==> src/rtl/gray_count_ctrl.sv <==
// Command-driven Gray-code display counter: prescaler, binary count and registered Gray copy,
// sequenced by an IDLE/RUN/LOAD state machine over a valid/ready command port.
module gray_count_ctrl #(
    parameter int unsigned TICK_DIV = 200_000_000,
    parameter int unsigned CW       = 4
) (
    input  logic          i_clk,
    input  logic          i_rst_n,
    input  logic          i_cmd_valid,
    output logic          o_cmd_ready,
    input  logic [1:0]    i_cmd,
    input  logic [CW-1:0] i_cmd_data,
    input  logic          i_dir,
    input  logic          i_wrap_en,
    output logic [CW-1:0] o_bin,
    output logic [CW-1:0] o_gray,
    output logic [1:0]    o_state,
    output logic          o_step,
    output logic          o_wrap
);

    localparam int unsigned PW = $clog2(TICK_DIV);
    localparam logic [PW-1:0] PRESC_MAX = PW'(TICK_DIV - 1);
    localparam logic [CW-1:0] BIN_MAX   = '1;

    localparam logic [1:0] CMD_START = 2'b00;
    localparam logic [1:0] CMD_STOP  = 2'b01;
    localparam logic [1:0] CMD_LOAD  = 2'b10;
    localparam logic [1:0] CMD_CLEAR = 2'b11;

    typedef enum logic [1:0] {
        S_IDLE = 2'b00,
        S_RUN  = 2'b01,
        S_LOAD = 2'b10
    } state_t;

    state_t        state_q, state_d;
    state_t        ret_q, ret_d;
    logic [PW-1:0] presc_q, presc_d;
    logic [CW-1:0] bin_q, bin_d;
    logic [CW-1:0] gray_q, gray_d;
    logic          step_q, step_d;
    logic          wrap_q, wrap_d;

    logic          cmd_ready;
    logic          accept;
    logic          at_tick;

    always_ff @(posedge i_clk or negedge i_rst_n) begin
        if (!i_rst_n) begin
            state_q <= S_IDLE;
            ret_q   <= S_IDLE;
            presc_q <= '0;
            bin_q   <= '0;
            gray_q  <= '0;
            step_q  <= 1'b0;
            wrap_q  <= 1'b0;
        end else begin
            state_q <= state_d;
            ret_q   <= ret_d;
            presc_q <= presc_d;
            bin_q   <= bin_d;
            gray_q  <= gray_d;
            step_q  <= step_d;
            wrap_q  <= wrap_d;
        end
    end

    always_comb begin
        state_d = state_q;
        ret_d   = ret_q;
        presc_d = presc_q;
        bin_d   = bin_q;
        step_d  = 1'b0;
        wrap_d  = 1'b0;
        accept  = i_cmd_valid & cmd_ready;
        at_tick = (state_q == S_RUN) && (presc_q == PRESC_MAX);

        unique case (state_q)
            S_IDLE: begin
                if (accept) begin
                    unique case (i_cmd)
                        CMD_START: begin
                            state_d = S_RUN;
                            presc_d = '0;
                        end
                        CMD_LOAD: begin
                            ret_d   = S_IDLE;
                            state_d = S_LOAD;
                            bin_d   = i_cmd_data;
                            presc_d = '0;
                        end
                        CMD_CLEAR: bin_d = '0;
                        default: ;
                    endcase
                end
            end
            S_RUN: begin
                // A START while running just lets the prescaler roll on; a tick it hides is lost.
                presc_d = at_tick ? '0 : presc_q + PW'(1);
                if (accept) begin
                    unique case (i_cmd)
                        CMD_STOP: begin
                            state_d = S_IDLE;
                            presc_d = '0;
                        end
                        CMD_LOAD: begin
                            ret_d   = S_RUN;
                            state_d = S_LOAD;
                            bin_d   = i_cmd_data;
                            presc_d = '0;
                        end
                        CMD_CLEAR: begin
                            bin_d   = '0;
                            presc_d = '0;
                        end
                        default: ;
                    endcase
                end else if (at_tick) begin
                    step_d = 1'b1;
                    if (i_dir) begin
                        if (bin_q != BIN_MAX)  bin_d = bin_q + CW'(1);
                        else if (i_wrap_en) begin
                            bin_d  = '0;
                            wrap_d = 1'b1;
                        end else           state_d = S_IDLE;
                    end else begin
                        if (bin_q != '0)       bin_d = bin_q - CW'(1);
                        else if (i_wrap_en) begin
                            bin_d  = BIN_MAX;
                            wrap_d = 1'b1;
                        end else           state_d = S_IDLE;
                    end
                end
            end
            S_LOAD: begin
                state_d = ret_q;
                presc_d = '0;
            end
            default: state_d = S_IDLE;
        endcase

        gray_d = bin_d ^ (bin_d >> 1);
    end

    always_comb begin
        cmd_ready   = (state_q != S_LOAD);
        o_cmd_ready = cmd_ready;
        o_state     = state_q;
        o_bin       = bin_q;
        o_gray      = gray_q;
        o_step      = step_q;
        o_wrap      = wrap_q;
    end

endmodule

==> config.mk <==
export PLATFORM = sky130hd
export DESIGN_NAME = gray_count_ctrl
export DESIGN_NICKNAME = d
export VERILOG_FILES = /design/src/rtl/gray_count_ctrl.sv
export SDC_FILE = /design/constraint.sdc
export NUM_CORES = 1
export LEC_CHECK = 0
export CAP_MARGIN = 40
export CORE_MARGIN = 2
export CORE_UTILIZATION = 46
export CTS_BUF_LIST = sky130_fd_sc_hd__clkbuf_8
export DETAILED_ROUTE_END_ITERATION = 12
export PLACE_DENSITY = 0.67
export SYNTH_ARGS = -nofsm -noshare
export SYNTH_HDL_FRONTEND = slang
export SYNTH_SLANG_ARGS = --single-unit
==> constraint.sdc <==
create_clock -name i_clk -period 3.7 [get_ports i_clk]
set_clock_uncertainty 0.2 [all_clocks]
set_input_delay 0.74 -clock i_clk [delete_from_list [all_inputs] [get_ports i_clk]]
set_output_delay 0.74 -clock i_clk [all_outputs]
set_load 0.005 [all_outputs]
# Word-level counts from Yosys, hierarchy flattened

Index checks and enable logic that the tools add are counted.

Add/subtract/negate cells: 3
Equal/unequal tests: 18
Mux-type cells: 41
Bitwise gates (word level): 2
Reduce and logical (&&, ||, !) cells: 11

Operators by type and width:

| operator                | number |
|---|---|
| $mux W28                | 5 |
| $pmux W28 S3            | 1 |
| $mux W4                 | 8 |
| $add A28 B1 Y28 const B | 1 |
| $eq A28 B28 Y1 const B  | 1 |
| $mux W2                 | 11 |
| $pmux W4 S2             | 2 |
| $ne A4 B4 Y1 const B    | 3 |
| $pmux W2 S2             | 3 |
| $mux W1                 | 10 |
| $ne A2 B2 Y1 const B    | 5 |
| $eq A2 B2 Y1 const B    | 3 |
| $pmux W2 S3             | 1 |
| $reduce_and A6 Y1       | 1 |
| $reduce_and A5 Y1       | 1 |
| $add A4 B1 Y4 const B   | 1 |
| $eq A2 B1 Y1 const B    | 2 |
| $logic_not A2 Y1        | 2 |
| $ne A4 B2 Y1 const B    | 1 |
| $reduce_bool A4 Y1      | 1 |
| $sub A4 B1 Y4 const B   | 1 |
| $xor A4 B3 Y4           | 1 |
| $ne A3 B2 Y1 const B    | 1 |
| $ne A3 B3 Y1 const B    | 1 |
| other kinds (8)         | 8 |

Register bits after elaboration: 42
Bits of input ports: 11
Output and inout bits: 13
Logic and storage cells: 82

# Depth between registers and ports, before layout

Gate-level depths: netlist of run 1.

Depth in word-level cells: 7
Depth in mapped cells: 10
Gate-level depth less buffers: 8

# Worst setup path before layout of run 1

No wires, ideal clock.

Path kind: input port to flip-flop
Start: input i_cmd[0]
End: register presc_q[27]
Setup time: 0.121 ns
Arrival: 2.471 ns
Data required time: 3.379 ns
Path slack: 0.908 ns
Stages: 9
Buffers on the path: 1
Cell sequence: inv_1 > ha_1 > clkbuf_1 > o21a_1 > o21ai_0 > or4_1 > nor4_1 > xnor2_1 > nor2_1

Longest elaborated chain between the ends: 5
Elaborated cells between the ends (all ways): 11
Those cells by class: 4 x eq/ne; 3 x mux; 4 x reduce/logical

RTL lines:

| item                                       | RTL line | RTL |
|---|---|---|
| start, declared                            | 11       | `input logic [1:0] i_cmd,` |
| $eq A2 B2 Y1, or another cell as far along | 102      | `unique case (i_cmd)` |
| $reduce_or A3 Y1 (no source line)          | --       |  |
| $mux W28                                   | 102      |  |
| $mux W28                                   | 101      | `if (accept) begin` |
| $pmux W28 S3                               | 79       | `unique case (state_q)` |
| end signal, assigned                       | 61       | `presc_q <= presc_d;` |
| end, declared                              | 39       | `logic [PW-1:0] presc_q, presc_d;` |

Parallel ways exist; a longest one is shown, timed or not.
A chain may end at the register's enable or synchronous reset.

# Final worst setup path of run 1

Ends and elaborated chain as after synthesis.

==> results of run 1 <==
power by group through the flow:
stage,clock (mW),sequential [mW],combinational [mW]
after global routing,0.323,0.562,0.430
after CTS,0.303,0.549,0.385
after global placement,0,0.557,0.375
after floorplan,0,0.524,0.273
after detailed placement,0,0.559,0.384
final,0.291,0.550,0.382
kinds of logic (layout without fill, tap and decap cells):
kind of cell	Yosys count	count (layout)	synth area share (%)
flip-flops	40	40	41.0
XOR/XNOR	27	27	9.69
multiplexers	8	8	4.00
AND/OR/NAND/NOR	123	123	26.5
AO/OA/AOI/OAI	41	41	10.4
adder cells (fa/ha/maj)	7	7	3.59
buffers and inverters	28	51	4.77
placed cells by master (no fill, tap or decap), types with 4 or more instances in the layout:
cell type and count:
nor4_1 5, clkbuf_8 6, nand4_1 6, nor3_1 9
nor2b_1 4, mux2_2 4, o21ai_0 13, ha_1 7
a21oi_1 12, clkdlybuf4s50_1 22, xnor2_1 18, buf_4 4
and3_1 5, nor2_1 37, dfrtp_1 40, nor3b_1 4
xor2_1 9, nand2_1 20, inv_1 17, nand3_1 13
worst register-to-register path: stages (launching register included):
cell and delay [ps]:
dfrtp_1 390, ha_1 260, nand4_1 120, or4_4 500
nor4_4 310, nor2_1 210, nor2_4 490, o21ai_0 180
metal layers:
layer	track usage, %	vias to the layer above
met3	3.18	8
met2	29.2	36
li1	-	987
met5	0	-
met1	25.9	925
met4	6.55	0
metrics by stage:
stage	worst slack (ps)	total power [mW]	hold WS (ps)	utilization [%]
after floorplan	908	0.797	244	-
after global placement	521	0.933	292	53.3
after detailed placement	459	0.942	294	53.9
after CTS	762	1.24	223	55.6
after global routing	557	1.31	242	55.6
final	760	1.22	206	55.6
final cells by class:
cell class                 instances  area, um^2
clock buffer                       6        82.6
clock inverter                     2        7.51
fill                             469        2270
inverter                          15        56.3
multi-input combinational        206        1320
sequential                        40        1000
tap                               70        87.6
timing repair buffer              28         283
sequential cells by signal, summed over array words and instances (netlist names):
signal,count
o_state,2
presc_q,28
o_step,1
o_gray,3
o_bin,4
ret_q,1
o_wrap,1
worst max path at each step:
stage,end,slack (ps),cells after the start
after floorplan,presc_q[27],910,9
after global placement,presc_q[27],520,9
after detailed placement,presc_q[25],460,9
after CTS,presc_q[27],760,9
after global routing,presc_q[25],560,9
final,presc_q[27],760,9
cell usage after synthesis, types with 2 or more instances:
cell | instances | area, um^2
dfrtp_1 | 40 | 1000
nor2_1 | 37 | 139
nand2_1 | 20 | 75.1
xnor2_1 | 18 | 158
inv_1 | 15 | 56.3
nand3_1 | 13 | 65.1
o21ai_0 | 13 | 65.1
a21oi_1 | 12 | 60.1
clkbuf_1 | 10 | 37.5
nor3_1 | 9 | 45.0
xor2_1 | 9 | 78.8
ha_1 | 7 | 87.6
nand4_1 | 6 | 37.5
and3_1 | 5 | 31.3
nor4_1 | 5 | 31.3
mux2_2 | 4 | 45.0
nor2b_1 | 4 | 25.0
nor3b_1 | 4 | 30.0
buf_4 | 3 | 22.5
mux2i_1 | 3 | 30.0
nand2b_1 | 3 | 18.8
or3_1 | 3 | 18.8
a22o_1 | 2 | 17.5
a22oi_1 | 2 | 15.0
and2_1 | 2 | 12.5
nand3b_1 | 2 | 15.0
o211ai_1 | 2 | 15.0
o21a_1 | 2 | 15.0
or2_2 | 2 | 12.5
or4_1 | 2 | 15.0
==> results.tsv, run 1 <==
stage	metric	value	unit
status	status	finished clean	
cts	cts-hold-fix-buffers	0	
power_and_ir_drop	power_density	430	mW/mm^2
route	drtIter0Drc	120	
power_and_ir_drop	power.internal	0.827	mW
die	start_util	47.8	%
critical_path	path_delay_family	simple AND/OR/NAND/NOR gates	
critical_path	setup.worst_path.start	i_cmd[0]	
cts	clockBufferDepth	2	
cts	numClockSinks	40	
cells_and_area	drive_gt1_share	8.42	%
critical_path	slowest_delay	650	ps
cells_and_area	final_cells	367	
global_route	track_usage	18.6	%
critical_path	crit_chain	clkdlybuf4s50_1 -> inv_1 -> ha_1 -> o21a_1 -> o21ai_0 -> or4_1 -> nor4_1 -> xnor2_1 -> nor2_1	
critical_path	crit_required	3660	ps
sta	max_freq	340	MHz
sta	fin_crit	2940	ps
cts	postCtsResizedCells	0	
route	met1_length	2380	um
die	row_count	26	
placement	io_buffers	23	
sta	slew_violations	0	
cells_and_area	stdcell_area	0.00284	mm^2
power_and_ir_drop	power_frac_clock	23.8	%
sta	fin_crit_sh	79.5	%
logic_synthesis	syn_area_per_cell	8.91	um^2
placement	place_congestion	0.835	
global_route	grt_overflow	0	
power_and_ir_drop	p_sw	0.396	mW
logic_synthesis	yosysUniqueCellTypes	45	
sta	slew_headroom	60.4	%
flow_run	drv_cap	0	
die	die_width	76.8	um
route	wl_met2	2320	um
die	ios	24	
power_and_ir_drop	seq_power_share	45.0	%
die	die_height	76.8	um
critical_path	cp.arrival	2900	ps
die	core_area	0.00511	mm^2
critical_path	critPathMaxFanout	5	
logic_synthesis	async_reset_ff_share	100	%
critical_path	reg2reg_depth	7	
die	die_area	0.00591	mm^2
sta	worst_slew_pin_slew	592	ps
critical_path	endpoint_kind	flip-flop	
cts	clock_latency	290	ps
power_and_ir_drop	power_frac_comb	31.2	%
power_and_ir_drop	ir_drop	308	uV
critical_path	reg2reg_slack	900	ps
placement	hpwl	3590	um
sta	setup_viol	0	
critical_path	regToRegEndpoint	presc_q[7]	
sta	final_hold_viol_count	0	
placement	numPlacedInstances	359	
cells_and_area	nets	314	
route	avgRoutedWirePerCell	13.4	um
cts	post-cts-setup-buffer-count	0	
cells_and_area	area_growth	16.4	%
logic_synthesis	ys_ff_latch	40	
critical_path	cp_slowest_cell	or4_1	
route	wl_met3	141	um
global_route	grt_antenna_before_repair	0	
critical_path	cp_num_buf_inv	2	
cells_and_area	diodes	0	
cts	clkTransAtPathRegs	70	ps
route	routed_wl	4930	um
critical_path	path_class	in -> reg	
cts	cts-root-buf	clkbuf_8	
logic_synthesis	synth_enable_flop_cells	0	
cts	cts_max_level	2	
route	vias_per_cell	5.33	
sta	tns	0	ps
global_route	grt_max_degree	25	
hold_path	hold_class	in -> async	
logic_synthesis	synth_area	0.00244	mm^2
power_and_ir_drop	leakage	1.18	nW
cts	numCtsBuffers	5	
global_route	grt_pass1_vias	1906	
logic_synthesis	syn_nets	292	
critical_path	startpoint_type	input port	
global_route	grt_pass1_wl	8940	um
sta	rsz0062_at_grt	false	
logic_synthesis	ys.flop_type	dfrtp_1	
power_and_ir_drop	swShare	32.4	%
route	ant_nets	0	
logic_synthesis	yosysSeqAreaShare	41.0	%
logic_synthesis	synth_cells	274	
critical_path	timing.rr.start	presc_q[0]	
placement	dpl_cell_area	0.00275	mm^2
route	top_layer	met4	
route	first_pass_iters	4	
route	num_vias	1956	
route	drc	0	
logic_synthesis	ys.warnings.count	0	
cts	cts_tree	done	
(Power assumes the default switching activity.)
==> run 2: changes to the inputs <==
clock period = 2.75 ns   (was 3.7 ns; I/O delays follow)
==> results.tsv, run 2 (synthesized netlist as in run 1, its figures left out) <==
stage	metric	value	unit	change
sta	worst_slew_pin_slew	497	ps	-94.4 ps
power_and_ir_drop	leakage	1.30	nW	+10%
global_route	track_usage	18.8	%	+0.24 points
critical_path	critPathMaxFanout	5		unchanged
die	die_width	76.8	um	unchanged
critical_path	cp_num_buf_inv	3		+1
sta	slew_headroom	66.8	%	+6.4 points
cts	cts_max_level	2		unchanged
flow_run	drv_cap	0		unchanged
cells_and_area	drive_gt1_share	16.7	%	+8.2 points
sta	slew_violations	0		unchanged
die	die_height	76.8	um	unchanged
route	routed_wl	5130	um	+4.2%
critical_path	reg2reg_slack	190	ps	-710 ps
cts	clock_latency	300	ps	about the same
route	vias_per_cell	5.28		-0.87%
hold_path	holdCritStartpoint	ret_q[0]		
sta	rsz0062_at_grt	true		
die	ios	24		unchanged
die	row_count	26		unchanged
cts	numCtsBuffers	5		unchanged
critical_path	timing.rr.start	presc_q[1]		
sta	setup_viol	0		unchanged
critical_path	setup.worst_path.start	i_cmd[0]		
cells_and_area	diodes	0		unchanged
critical_path	endpoint_kind	flip-flop		
route	drtIter0Drc	115		-4.2%
placement	place_congestion	0.836		about the same
cells_and_area	final_common_cell	dfrtp_1		
critical_path	path_delay_family	simple AND/OR/NAND/NOR gates		
critical_path	path_class	in -> reg		
power_and_ir_drop	power_density	605	mW/mm^2	+41%
global_route	grt_overflow	0		unchanged
cts	clockBufferDepth	2		unchanged
cts	cts_tree	done		
cells_and_area	area_growth	25.9	%	
die	start_util	47.8	%	unchanged
cts	clkTransAtPathRegs	80	ps	about the same
critical_path	cp.depth	10		+1
critical_path	cp.arrival	2660	ps	-240 ps
placement	io_buffers	23		unchanged
critical_path	crit_chain	clkdlybuf4s50_1 -> inv_1 -> ha_1 -> o21a_1 -> o21ai_0 -> buf_4 -> or4_4 -> nor4_2 -> xnor2_1 -> nor2_1		
critical_path	slowest_delay	590	ps	-60 ps
sta	holdWs	328	ps	+123 ps
critical_path	endpoint	presc_q[27]		
critical_path	startpoint_type	input port		
cts	numClockSinks	40		unchanged
global_route	grt_antenna_before_repair	0		unchanged
route	ant_nets	0		unchanged
sta	final_hold_viol_count	0		unchanged
placement	hpwl	3750	um	+4.3%
critical_path	crit_required	2740	ps	-920 ps
critical_path	reg2reg_depth	7		unchanged
global_route	grt_pass1_wl	9120	um	+2.0%
cells_and_area	final_cell_mix	dfrtp_1 (40), nor2_1 (37), buf_4 (23)		
route	drc	0		unchanged
sta	tns	0	ps	unchanged
status	status	finished clean		
sta	fin_crit	2670	ps	
route	num_vias	2050		+4.8%
critical_path	cp_slowest_cell	or4_4		
route	first_pass_iters	5		+1
die	core_area	0.00511	mm^2	unchanged
die	die_area	0.00591	mm^2	unchanged
sta	fin_crit_sh	96.9	%	
cells_and_area	nets	335		+6.7%
power_and_ir_drop	ir_drop	389	uV	+26%
cts	cts-root-buf	clkbuf_8		
cells_and_area	top_register	presc_q		
global_route	grt_pass1_vias	1974		+3.6%
sta	max_freq	375	MHz	
cells_and_area	largest_reg_flops	28		unchanged
critical_path	regToRegEndpoint	o_gray[0]		
route	avgRoutedWirePerCell	13.2	um	-1.5%
hold_path	hold_class	reg -> reg		
global_route	grt_max_degree	25		unchanged
-- run 2: power by group --
part,switching [mW],internal (mW)
Sequential,0.0416,0.650
Combinational,0.318,0.330
Clock,0.200,0.320
Total,0.559,1.30
-- run 2: per-stage QoR --
stage	area (um^2)	util [%]	cells	setup slack (ps)	total power, mW
2_1_floorplan	2440	-	274	148	1.07
3_3_place_gp	2890	56.5	378	-288	1.34
3_5_place_dp	2910	56.9	379	-370	1.35
4_1_cts	3060	59.9	388	17.6	1.87
5_1_grt	3070	60.2	388	-38.2	1.97
6_report	3070	60.2	388	84.2	1.86
-- run 2: how the worst min path moves through the flow --
| stage | to | depth (start not counted) |
|---|---|---|
| floorplan | o_bin[0] | 0 |
| global placement | ret_q[0] | 1 |
| detailed placement | presc_q[26] | 1 |
| CTS | ret_q[0] | 1 |
| global route | ret_q[0] | 1 |
| finish | ret_q[0] | 1 |
-- run 2: layout make-up --
cell class              count  area (um^2)
fillers                   441         2030
well taps                  70         87.6
clock buffers               7         96.3
flip-flops and latches     40         1000
clock inverters             1         30.0
repair buffers             49          448
inverters                  15         56.3
multi-input cells         206         1350
-- run 2: layer usage --
layer	GRT usage, %	wire length [um]	up-vias
met5	0	0	-
met4	4.91	42	0
met3	3.88	201	5
met2	30.9	2470	54
met1	25.4	2420	965
li1	-	-	1026
-- run 2: repair_timing --
item / 4_1_cts / 5_1_grt
hold buffers: 1 / 0
endpoints found under the hold margin: 16 / 0
setup endpoints to repair: 2 / 10
resized for setup: 3 / 3
setup buffers: 0 / 0
-- run 2: worst reg2reg max path: stages (launching register included) --
cell and delay (ps):
dfrtp_1 380, ha_1 180, nand4_1 100, or4_4 510, nor4_4 370, mux2_2 390
o21ai_2 220, xnor2_1 150
==> run 3: changes to the inputs <==
ABC_AREA = 1   (was not set)
PLACE_DENSITY = 0.66   (was 0.67)
==> results.tsv, run 3 <==
stage	metric	value	unit	change
die	ios	24		unchanged
placement	place_congestion	0.897		+7.3%
route	ant_nets	0		unchanged
die	die_height	80.7	um	+5.0%
route	vias_per_cell	5.21		-1.4%
logic_synthesis	ys_ff_latch	40		unchanged
hold_path	hold_class	reg -> reg		
flow_run	drv_cap	0		unchanged
global_route	grt_antenna_before_repair	0		unchanged
logic_synthesis	syn_area_per_cell	6.98	um^2	-22%
cts	clockBufferDepth	2		unchanged
cts	post-cts-setup-buffer-count	0		unchanged
route	drtIter0Drc	133		+16%
cts	clkTransAtPathRegs	80	ps	about the same
cts	cts_tree	done		
die	start_util	48.5	%	+0.69 points
power_and_ir_drop	swShare	42.3	%	+12 points
sta	fin_crit	2480	ps	-185 ps
cells_and_area	final_cells	493		+27%
sta	rsz0062_at_grt	false		
sta	worst_slew_pin_slew	471	ps	-26.2 ps
logic_synthesis	yosysSeqAreaShare	37.0	%	-4.0 points
logic_synthesis	synth_enable_flop_cells	0		unchanged
critical_path	reg2reg_depth	12		+5
global_route	grt_pass1_vias	2423		+23%
logic_synthesis	ys.warnings.count	0		unchanged
critical_path	path_class	in -> reg		
cells_and_area	nets	439		+31%
logic_synthesis	ys.flop_type	dfrtp_1		
critical_path	endpoint_kind	flip-flop		
logic_synthesis	synth_area_leaders	dfrtp_1 (37%), nand2_1 (14%), nor2_1 (7.6%), inv_1 (6.0%), nand3_1 (5.0%)		
cells_and_area	drive_gt1_share	10.2	%	-6.5 points
placement	dp_slack	-16.9	ps	+353 ps
power_and_ir_drop	power_density	696	mW/mm^2	+15%
sta	max_freq	403	MHz	+7.5%
power_and_ir_drop	p_sw	0.925	mW	+65%
placement	hpwl	4930	um	+32%
cts	cts_max_level	2		unchanged
cells_and_area	final_common_cell	nand2_1		
cells_and_area	top_register	presc_q		
cts	numClockSinks	40		unchanged
power_and_ir_drop	power_frac_comb	47.0	%	+12 points
critical_path	cp.arrival	2470	ps	-190 ps
die	row_count	27		+3.8%
placement	numPlacedInstances	485		+28%
critical_path	startpoint_type	input port		
route	drc	0		unchanged
global_route	grt_overflow	0		unchanged
route	first_pass_iters	4		-1
cells_and_area	area_growth	16.2	%	
route	avgRoutedWirePerCell	12.7	um	-3.8%
route	routed_wl	6280	um	+22%
power_and_ir_drop	seq_power_share	35.7	%	-1.5 points
cells_and_area	final_cell_mix	nand2_1 (101), nor2_1 (55), inv_1 (43)		
logic_synthesis	synth_area	0.00270	mm^2	+11%
cells_and_area	largest_reg_flops	28		unchanged
sta	final_hold_viol_count	0		unchanged
route	num_vias	2568		+25%
cts	numCtsBuffers	5		unchanged
placement	io_buffers	23		unchanged
logic_synthesis	yosysMostFrequentCell	nand2_1		
logic_synthesis	synth_top_area_share	37.0	%	-4.0 points
cells_and_area	fillers	549		+24%
die	core_area	0.00557	mm^2	+9.1%
critical_path	critPathMaxFanout	5		unchanged
logic_synthesis	async_reset_ff_share	100	%	unchanged
status	status	finished clean		
power_and_ir_drop	power.internal	1.26	mW	-2.9%
power_and_ir_drop	ir_drop	499	uV	+28%
hold_path	hold_depth	1		unchanged
critical_path	crit_required	2740	ps	about the same
cts	cts-root-buf	clkbuf_8		
logic_synthesis	yosysUniqueCellTypes	43		-4.4%
logic_synthesis	yosys-top-cells-count	nand2_1 (101), nor2_1 (55), inv_1 (43), dfrtp_1 (40), nand3_1 (27)		
cells_and_area	diodes	0		unchanged
global_route	grt_pass1_wl	11000	um	+21%
global_route	track_usage	21.8	%	+3.0 points
sta	setup_viol	0		unchanged
cts	clock_latency	290	ps	about the same
power_and_ir_drop	power	2.19	mW	+18%
power_and_ir_drop	leakage	1.45	nW	+12%
sta	fin_crit_sh	90.2	%	-6.7 points
sta	worst_slack	269	ps	+185 ps
sta	slew_violations	0		unchanged
die	die_width	80.7	um	+5.0%
sta	slew_headroom	68.6	%	+1.8 points
global_route	grt_max_degree	26		+4.0%
logic_synthesis	syn_nets	405		+39%
power_and_ir_drop	power_frac_clock	17.4	%	-11 points
logic_synthesis	yosys.area.top_type	dfrtp_1		
die	die_area	0.00650	mm^2	+10%
logic_synthesis	synth_cells	387		+41%
run 3: cell families after synthesis:
group	Yosys count	synth area share, %
AO/OA/AOI/OAI	65	13.6
flip-flops	40	37.0
XOR/XNOR	3	0.972
adder cells (fa/ha/maj)	7	3.24
buffers and inverters	54	8.61
AND/OR/NAND/NOR	218	36.5
run 3: path summary, 6_finish.rpt:
check                            start  slack, ps          end
min in group asynchronous      i_rst_n        500   presc_q[6]
max in group asynchronous      i_rst_n       1390  presc_q[26]
min                        presc_q[16]        310  presc_q[16]
min reg2reg                presc_q[16]        310  presc_q[16]
max reg2reg                   o_bin[0]        560    o_gray[1]
max                           i_cmd[0]        270    o_gray[2]
run 3: critical path, stage by stage:
cell,delay [ps]
clkdlybuf4s50_1,480
inv_1,80
ha_1,260
or2_2,330
o21ai_0,150
a21oi_1,80
nor2_1,90
nand2_1,50
inv_1,50
nand2_1,40
nand3_1,150
inv_1,60
nand2_1,60
nand2_1,50
run 3: power groups by stage:
stage / logic (mW) / clock network, mW / registers (mW)
4_1_cts: 1.03 / 0.395 / 0.781
5_1_grt: 1.17 / 0.424 / 0.794
3_3_place_gp: 1.00 / 0 / 0.793
3_5_place_dp: 1.02 / 0 / 0.792
2_1_floorplan: 0.681 / 0 / 0.754
6_report: 1.03 / 0.380 / 0.781
run 3: cell type report:
type	count	area, um^2	share of cell area (%)
multi-input combinational	293	1470	46.8
sequential	40	1000	31.9
timing repair buffer	34	323	10.3
inverter	47	178	5.66
tap	72	90.1	2.87
clock buffer	5	68.8	2.19
clock inverter	2	12.5	0.398
run 3: what timing repair did:
item                                   CTS  global route
endpoints found under the hold margin   15             0
resized for setup                        0             0
hold buffers                             1             0
run 3: per-stage QoR:
step	TNS, ps	util, %	area, um^2	hold slack [ps]
2_1_floorplan	0	-	2700	54.4
3_3_place_gp	0	54.4	3030	283
3_5_place_dp	-16.9	54.7	3050	292
4_1_cts	0	56.4	3140	313
5_1_grt	0	56.4	3140	335
6_report	0	56.4	3140	309
run 3: per-layer routing:
layer,up-vias,GRT usage [%],part of all wire [%]
met5,-,0,0
li1,1323,-,-
met3,6,4.27,5.0
met1,1181,31.9,51
met4,0,5.93,1.1
met2,58,32.6,43
